==> src/rtl/ladybird_ibus_ram_subsystem.sv <==
// Instruction-side memory: fixed-priority N-master arbiter in front of a single-port,
// byte-strobed word RAM with a one-cycle registered read response.
module ladybird_ibus_ram_subsystem #(
  parameter int N_INPUT = 2,
  parameter int DATA_W  = 32,
  parameter int ADDR_W  = 3,
  parameter int BUS_AW  = 32
) (
  input  logic                         clk,
  input  logic                         rst,
  input  logic [N_INPUT-1:0]           m_req,
  output logic [N_INPUT-1:0]           m_gnt,
  input  logic [N_INPUT*BUS_AW-1:0]    m_addr,
  input  logic [N_INPUT*(DATA_W/8)-1:0] m_wstrb,
  input  logic [N_INPUT*DATA_W-1:0]    m_wdata,
  output logic [N_INPUT-1:0]           m_rvalid,
  output logic [DATA_W-1:0]            m_rdata
);

  localparam int NB    = DATA_W / 8;
  localparam int DEPTH = 1 << ADDR_W;

  logic [N_INPUT-1:0] gnt_s;
  logic               any_s;
  logic [ADDR_W-1:0]  idx_s;
  logic [NB-1:0]      wstrb_s;
  logic [DATA_W-1:0]  wdata_s;
  logic               wr_s;
  logic               rd_s;

  logic [DATA_W-1:0]  mem_r [DEPTH];
  logic [N_INPUT-1:0] rvalid_r;
  logic [DATA_W-1:0]  rdata_r;

  // Only the word-index bits of each address matter; the rest alias away.
  logic unused_addr_s;
  assign unused_addr_s = ^m_addr;

  // Fixed-priority select and request mux; scanning downward lets the lowest index win.
  always_comb begin
    gnt_s   = '0;
    any_s   = 1'b0;
    idx_s   = '0;
    wstrb_s = '0;
    wdata_s = '0;
    for (int i = N_INPUT - 1; i >= 0; i--) begin
      if (m_req[i]) begin
        gnt_s    = '0;
        gnt_s[i] = 1'b1;
        any_s    = 1'b1;
        idx_s    = m_addr[i*BUS_AW+2 +: ADDR_W];
        wstrb_s  = m_wstrb[i*NB +: NB];
        wdata_s  = m_wdata[i*DATA_W +: DATA_W];
      end else begin
        gnt_s[i] = 1'b0;
      end
    end
  end

  assign wr_s  = |wstrb_s;
  assign rd_s  = any_s & ~wr_s;
  assign m_gnt = gnt_s;

  // Byte-lane RAM write; deliberately unaffected by rst so the image survives a core reset.
  always_ff @(posedge clk) begin
    if (wr_s) begin
      for (int b = 0; b < NB; b++) begin
        if (wstrb_s[b]) begin
          mem_r[idx_s][8*b +: 8] <= wdata_s[8*b +: 8];
        end
      end
    end
  end

  // Response register, reloaded every cycle: one-hot valid plus data after a read, zeros otherwise.
  always_ff @(posedge clk) begin
    if (rst) begin
      rvalid_r <= '0;
      rdata_r  <= '0;
    end else if (rd_s) begin
      rvalid_r <= gnt_s;
      rdata_r  <= mem_r[idx_s];
    end else begin
      rvalid_r <= '0;
      rdata_r  <= '0;
    end
  end

  assign m_rvalid = rvalid_r;
  assign m_rdata  = rdata_r;

endmodule

==> config.mk <==
export PLATFORM = sky130hd
export DESIGN_NAME = ladybird_ibus_ram_subsystem
export DESIGN_NICKNAME = d
export VERILOG_FILES = /design/src/rtl/ladybird_ibus_ram_subsystem.sv
export SDC_FILE = /design/constraint.sdc
export NUM_CORES = 1
export LEC_CHECK = 0
export CORE_MARGIN = 4
export CORE_UTILIZATION = 55
export CTS_BUF_LIST = sky130_fd_sc_hd__clkbuf_4 sky130_fd_sc_hd__clkbuf_8 sky130_fd_sc_hd__clkbuf_16
export DETAILED_ROUTE_END_ITERATION = 7
export PLACE_DENSITY = 0.82
export SYNTH_ARGS = -nofsm -noshare
export SYNTH_HDL_FRONTEND = slang
export SYNTH_SLANG_ARGS = --single-unit
==> constraint.sdc <==
create_clock -name clk -period 4.3 [get_ports clk]
set_input_delay 0.645 -clock clk [delete_from_list [all_inputs] [get_ports clk]]
set_output_delay 0.645 -clock clk [all_outputs]
set_load 0.01 [all_outputs]
-- Word level (Yosys, flattened, before mapping)
Memories as Yosys holds them, arrays and structs flattened. A register that Yosys moved wholly into a read port is not among the register bits.
Index checks and enable logic that the tools add are counted.
- register bits: 2
- bits in writable memories: 256
- input port bits: 140
- output and inout bits: 36
- memories kept: 1
- muxes and demuxes: 22
- bitwise logic cells: 3
- reduce and logical (&&, ||, !) cells: 2
- memories (memory ; words ; bits a word ; read ports ; clocked after Yosys merged registers in ; write ports ; line ; text):
    mem_r ; 8 ; 32 ; 1 ; 1 ; 1 ; 31 ; logic [DATA_W-1:0] mem_r [DEPTH];
- operators by type and width (kind ; number):
    32-bit two-way mux ; 2
    1-bit two-way mux ; 16
    4-bit two-way mux ; 2
    3-bit two-way mux ; 2
    4-bit OR reduction ; 1
    1-bit inverter ; 2
    2-bit OR reduction ; 1
    1-bit AND ; 1

-- Longest topological paths before layout
- depth after elaboration: 7
- mapped depth: 8
- gate-level depth less buffers: 5

-- Worst setup path before layout
Ideal clock, no wire load.
- path type: in2reg
- from: input port m_addr[34]
- to: memory mem_r[5][10], enable pin
- setup time: 0.383 ns
- arrival: 2.087 ns
- required time: 3.917 ns
- path slack: 1.829 ns
- stages: 6
- path through: nand2_1 o21a_1 buf_2 buf_1 clkbuf_1 nor3_1
- cells in the longest elaborated chain, start to end: 2
- RTL lines (element ; line ; text):
    from (decl) ; 13 ; input logic [N_INPUT*BUS_AW-1:0] m_addr,
    3-bit two-way mux (2 in a row) ; 47 ; if (m_req[i]) begin
    to (decl) ; 31 ;
Every way passes these cells.

-- Final worst setup path
- from: input port m_req[1]
- to: output port m_gnt[1]
- cells in the longest elaborated chain, start to end: 2
- RTL lines (element ; line ; text):
    from (decl) ; 11 ; input logic [N_INPUT-1:0] m_req,
    1-bit two-way mux (2 in a row) ; 47 ;
    to (decl) ; 12 ; output logic [N_INPUT-1:0] m_gnt,
Every way passes these cells.

==> reports/metrics.cfg <==
[global_route]
grt_use_total_pct = 20.9
grt_pass1_wl_um = 36400
antenna_found_initial = 0
grt_pass1_vias = 6584
gr-total-overflow = 0
grt_max_degree = 67

[drt]
drt_iter0_markers = 526
totalWireLength_um = 24100
route.detailed.drc = 0
vias = 6381
ant_nets = 0
wl_per_cell_um = 22.3
first_pass_iters = 4
vias_per_cell = 5.89

[outcome]
status = finished clean

[floorplan]
fp-row-count = 52
die-area_um2 = 23000
initial_utilization_pct = 55.9
io_pins = 176
die_y_um = 152
fp.coreArea_um2 = 20300
die_w_um = 152

[yosys]
yosysUniqueCellTypes = 29
yosysSeqAreaShare_pct = 73.7
avgSynthCellArea_um2 = 17.4
syn_inst = 651
syn_nets = 791
syn_area_um2 = 11400
ys_ff_latch = 290
ys_warn_count = 0

[hold_path]
worstHoldStart = mem_r[6][6]
min_path_cells = 3
hp-class = reg2reg

[timing]
drv_slew = 0
final-hold-violation-count = 0
fin_skew_ns = 0.00522
finalSetupViolCount = 0
worst_slew_pin_slew_ns = 1.16
maxSlewHeadroom_pct = 22.9
max_freq_mhz = 288
fin_hold_ws_ns = 0.697
fin_crit_sh_pct = 80.8
rsz0062_at_grt = no
fin_tns_setup_ns = 0
setup_slack_ns = 0.824
fin_crit_ns = 3.48

[pwr]
p_seq_share_pct = 53.5
p_comb_share_pct = 9.1
p_leak_uw = 0.00486
p_int_uw = 4730
power.switching_uw = 1260
vdd.ir_drop.worst_v = 0.000316
swShare_pct = 21.0
p_per_area_nw_per_um2 = 433
clkPwrFrac_pct = 37.4

[worst_setup_path]
crit_path_end_kind = output pin
worstPathRequired_ns = 3.65
crit_arrival_ns = 2.83
regToRegStartpoint = mem_r[0][7]
ff2ff_path_depth = 3
startpoint_type = input pin
path_class = in2out
critPathMaxFanout = 18
startpoint = m_req[1]

[clocking]
cts_max_level = 1
cts.sinks = 290
cts_tree = yes
cts.clk_slew.worst_paths_ns = 0.06
cts_setup_buffers = 0
cts_buffer_depth = 3
insertion_delay_ns = 0.52
hold_buffers = 0
cts_buffers = 27
cts-root-buf = clkbuf_16
cts-resized-gates = 0

[layout]
final_layout_size_suffix_gt1_share_pct = 16.0
syn_to_final_growth_pct = 21.9
n_antenna_cell = 0
finalNetCount = 934
fillers = 1289

[placement]
port_buffers = 117
dpl.hpwl_um = 15000
pre_cts_slack_ns = 0.577
place_congestion = 0.764

[job]
drv_cap = 0

cells by family (layout without fill, tap and decap cells):
kind of cell	after synthesis	count (layout)	synth area share, %
flip-flops	290	290	73.7
AO/OA/AOI/OAI	140	140	10.7
multiplexers	128	128	11.3
buffers and inverters	48	211	2.20
AND/OR/NAND/NOR	45	45	2.12
cells in the mapped netlist:
master | n | area, µm²
edfxtp_1 | 256 | 7690
mux2i_1 | 128 | 1280
o22a_1 | 64 | 561
dfxtp_1 | 34 | 681
a22o_1 | 32 | 280
a21oi_2 | 29 | 254
nor3_1 | 28 | 140
buf_2 | 17 | 85.1
clkbuf_1 | 17 | 63.8
buf_6 | 5 | 56.3
nor2_1 | 5 | 18.8
a22oi_2 | 4 | 50.1
buf_1 | 4 | 15.0
nand2_1 | 4 | 15.0
a21oi_1 | 3 | 15.0
buf_4 | 3 | 22.5
o21ai_0 | 3 | 15.0
a31oi_1 | 2 | 12.5
inv_1 | 2 | 7.51
nor3b_1 | 2 | 15.0
nand2b_1 | 1 | 6.26
nand4_1 | 1 | 6.26
nor2_2 | 1 | 6.26
nor2b_4 | 1 | 13.8
nor3b_2 | 1 | 12.5
o21a_1 | 1 | 7.51
o21ai_2 | 1 | 8.76
o32a_1 | 1 | 10.0
or3_1 | 1 | 6.26
final timing paths:
check	endpoint	slack (ns)
min	m_rdata[6]	0.70
max reg2reg	m_rdata[7]	3.34
max	m_gnt[1]	0.82
min reg2reg	m_rdata[6]	0.70
registers in the layout (all words and copies together), names as in the netlist:
signal and cells:
m_rdata 32, m_rvalid 2, mem_r 256
cells in the final DEF (no fill, tap or decap), drive strengths merged, types with 2 or more instances in the layout:
cell type,count
nor3,28
nor3b,3
mux2i,128
clkinv,11
nor2,6
o22a,64
clkbuf,37
clkdlybuf4s50,116
a22o,32
a21oi,32
nand2,4
a22oi,4
edfxtp,256
dfxtp,34
a31oi,2
o21ai,4
inv,2
buf,44
power groups by stage:
| stage | Clock [µW] | Sequential [µW] | Combinational [µW] |
|---|---|---|---|
| final | 2240 | 3210 | 545 |
| after global routing | 2410 | 3210 | 578 |
| after CTS | 2260 | 3210 | 543 |
| after detailed placement | 0 | 3270 | 538 |
| after global placement | 0 | 3260 | 515 |
| after floorplan | 0 | 3260 | 324 |
per-layer routing:
metal | GRT usage [%] | part of all wire (%) | vias up
met1 | 27.2 | 40 | 3188
li1 | - | - | 2894
met5 | 0 | 0 | -
met4 | 6.69 | 2.4 | 0
met3 | 3.54 | 6.4 | 45
met2 | 36.0 | 51 | 254
layout make-up:
class	instances	area, µm²	area share (%)
inverters	2	7.51	0.0542
flip-flops and latches	290	8370	60.5
repair buffers	160	1500	10.8
clock buffers	37	769	5.56
multi-input cells	313	2770	20.0
clock inverters	12	80.1	0.579
well taps	270	338	2.44
per-stage QoR:
step	util (%)	cell area [µm²]	total power (µW)	instances
2_1_floorplan	-	11400	3590	651
3_3_place_gp	64.0	13000	3770	1035
3_5_place_dp	64.0	13000	3800	1035
4_1_cts	68.2	13800	6010	1084
5_1_grt	68.2	13800	6200	1084
6_report	68.2	13800	5990	1084
critical path: stages:
cell and delay, ns:
clkdlybuf4s50_1 0.70, nor2b_4 0.64, buf_4 0.29, clkdlybuf4s50_1 0.55
Power figures use the tool's default switching activity.
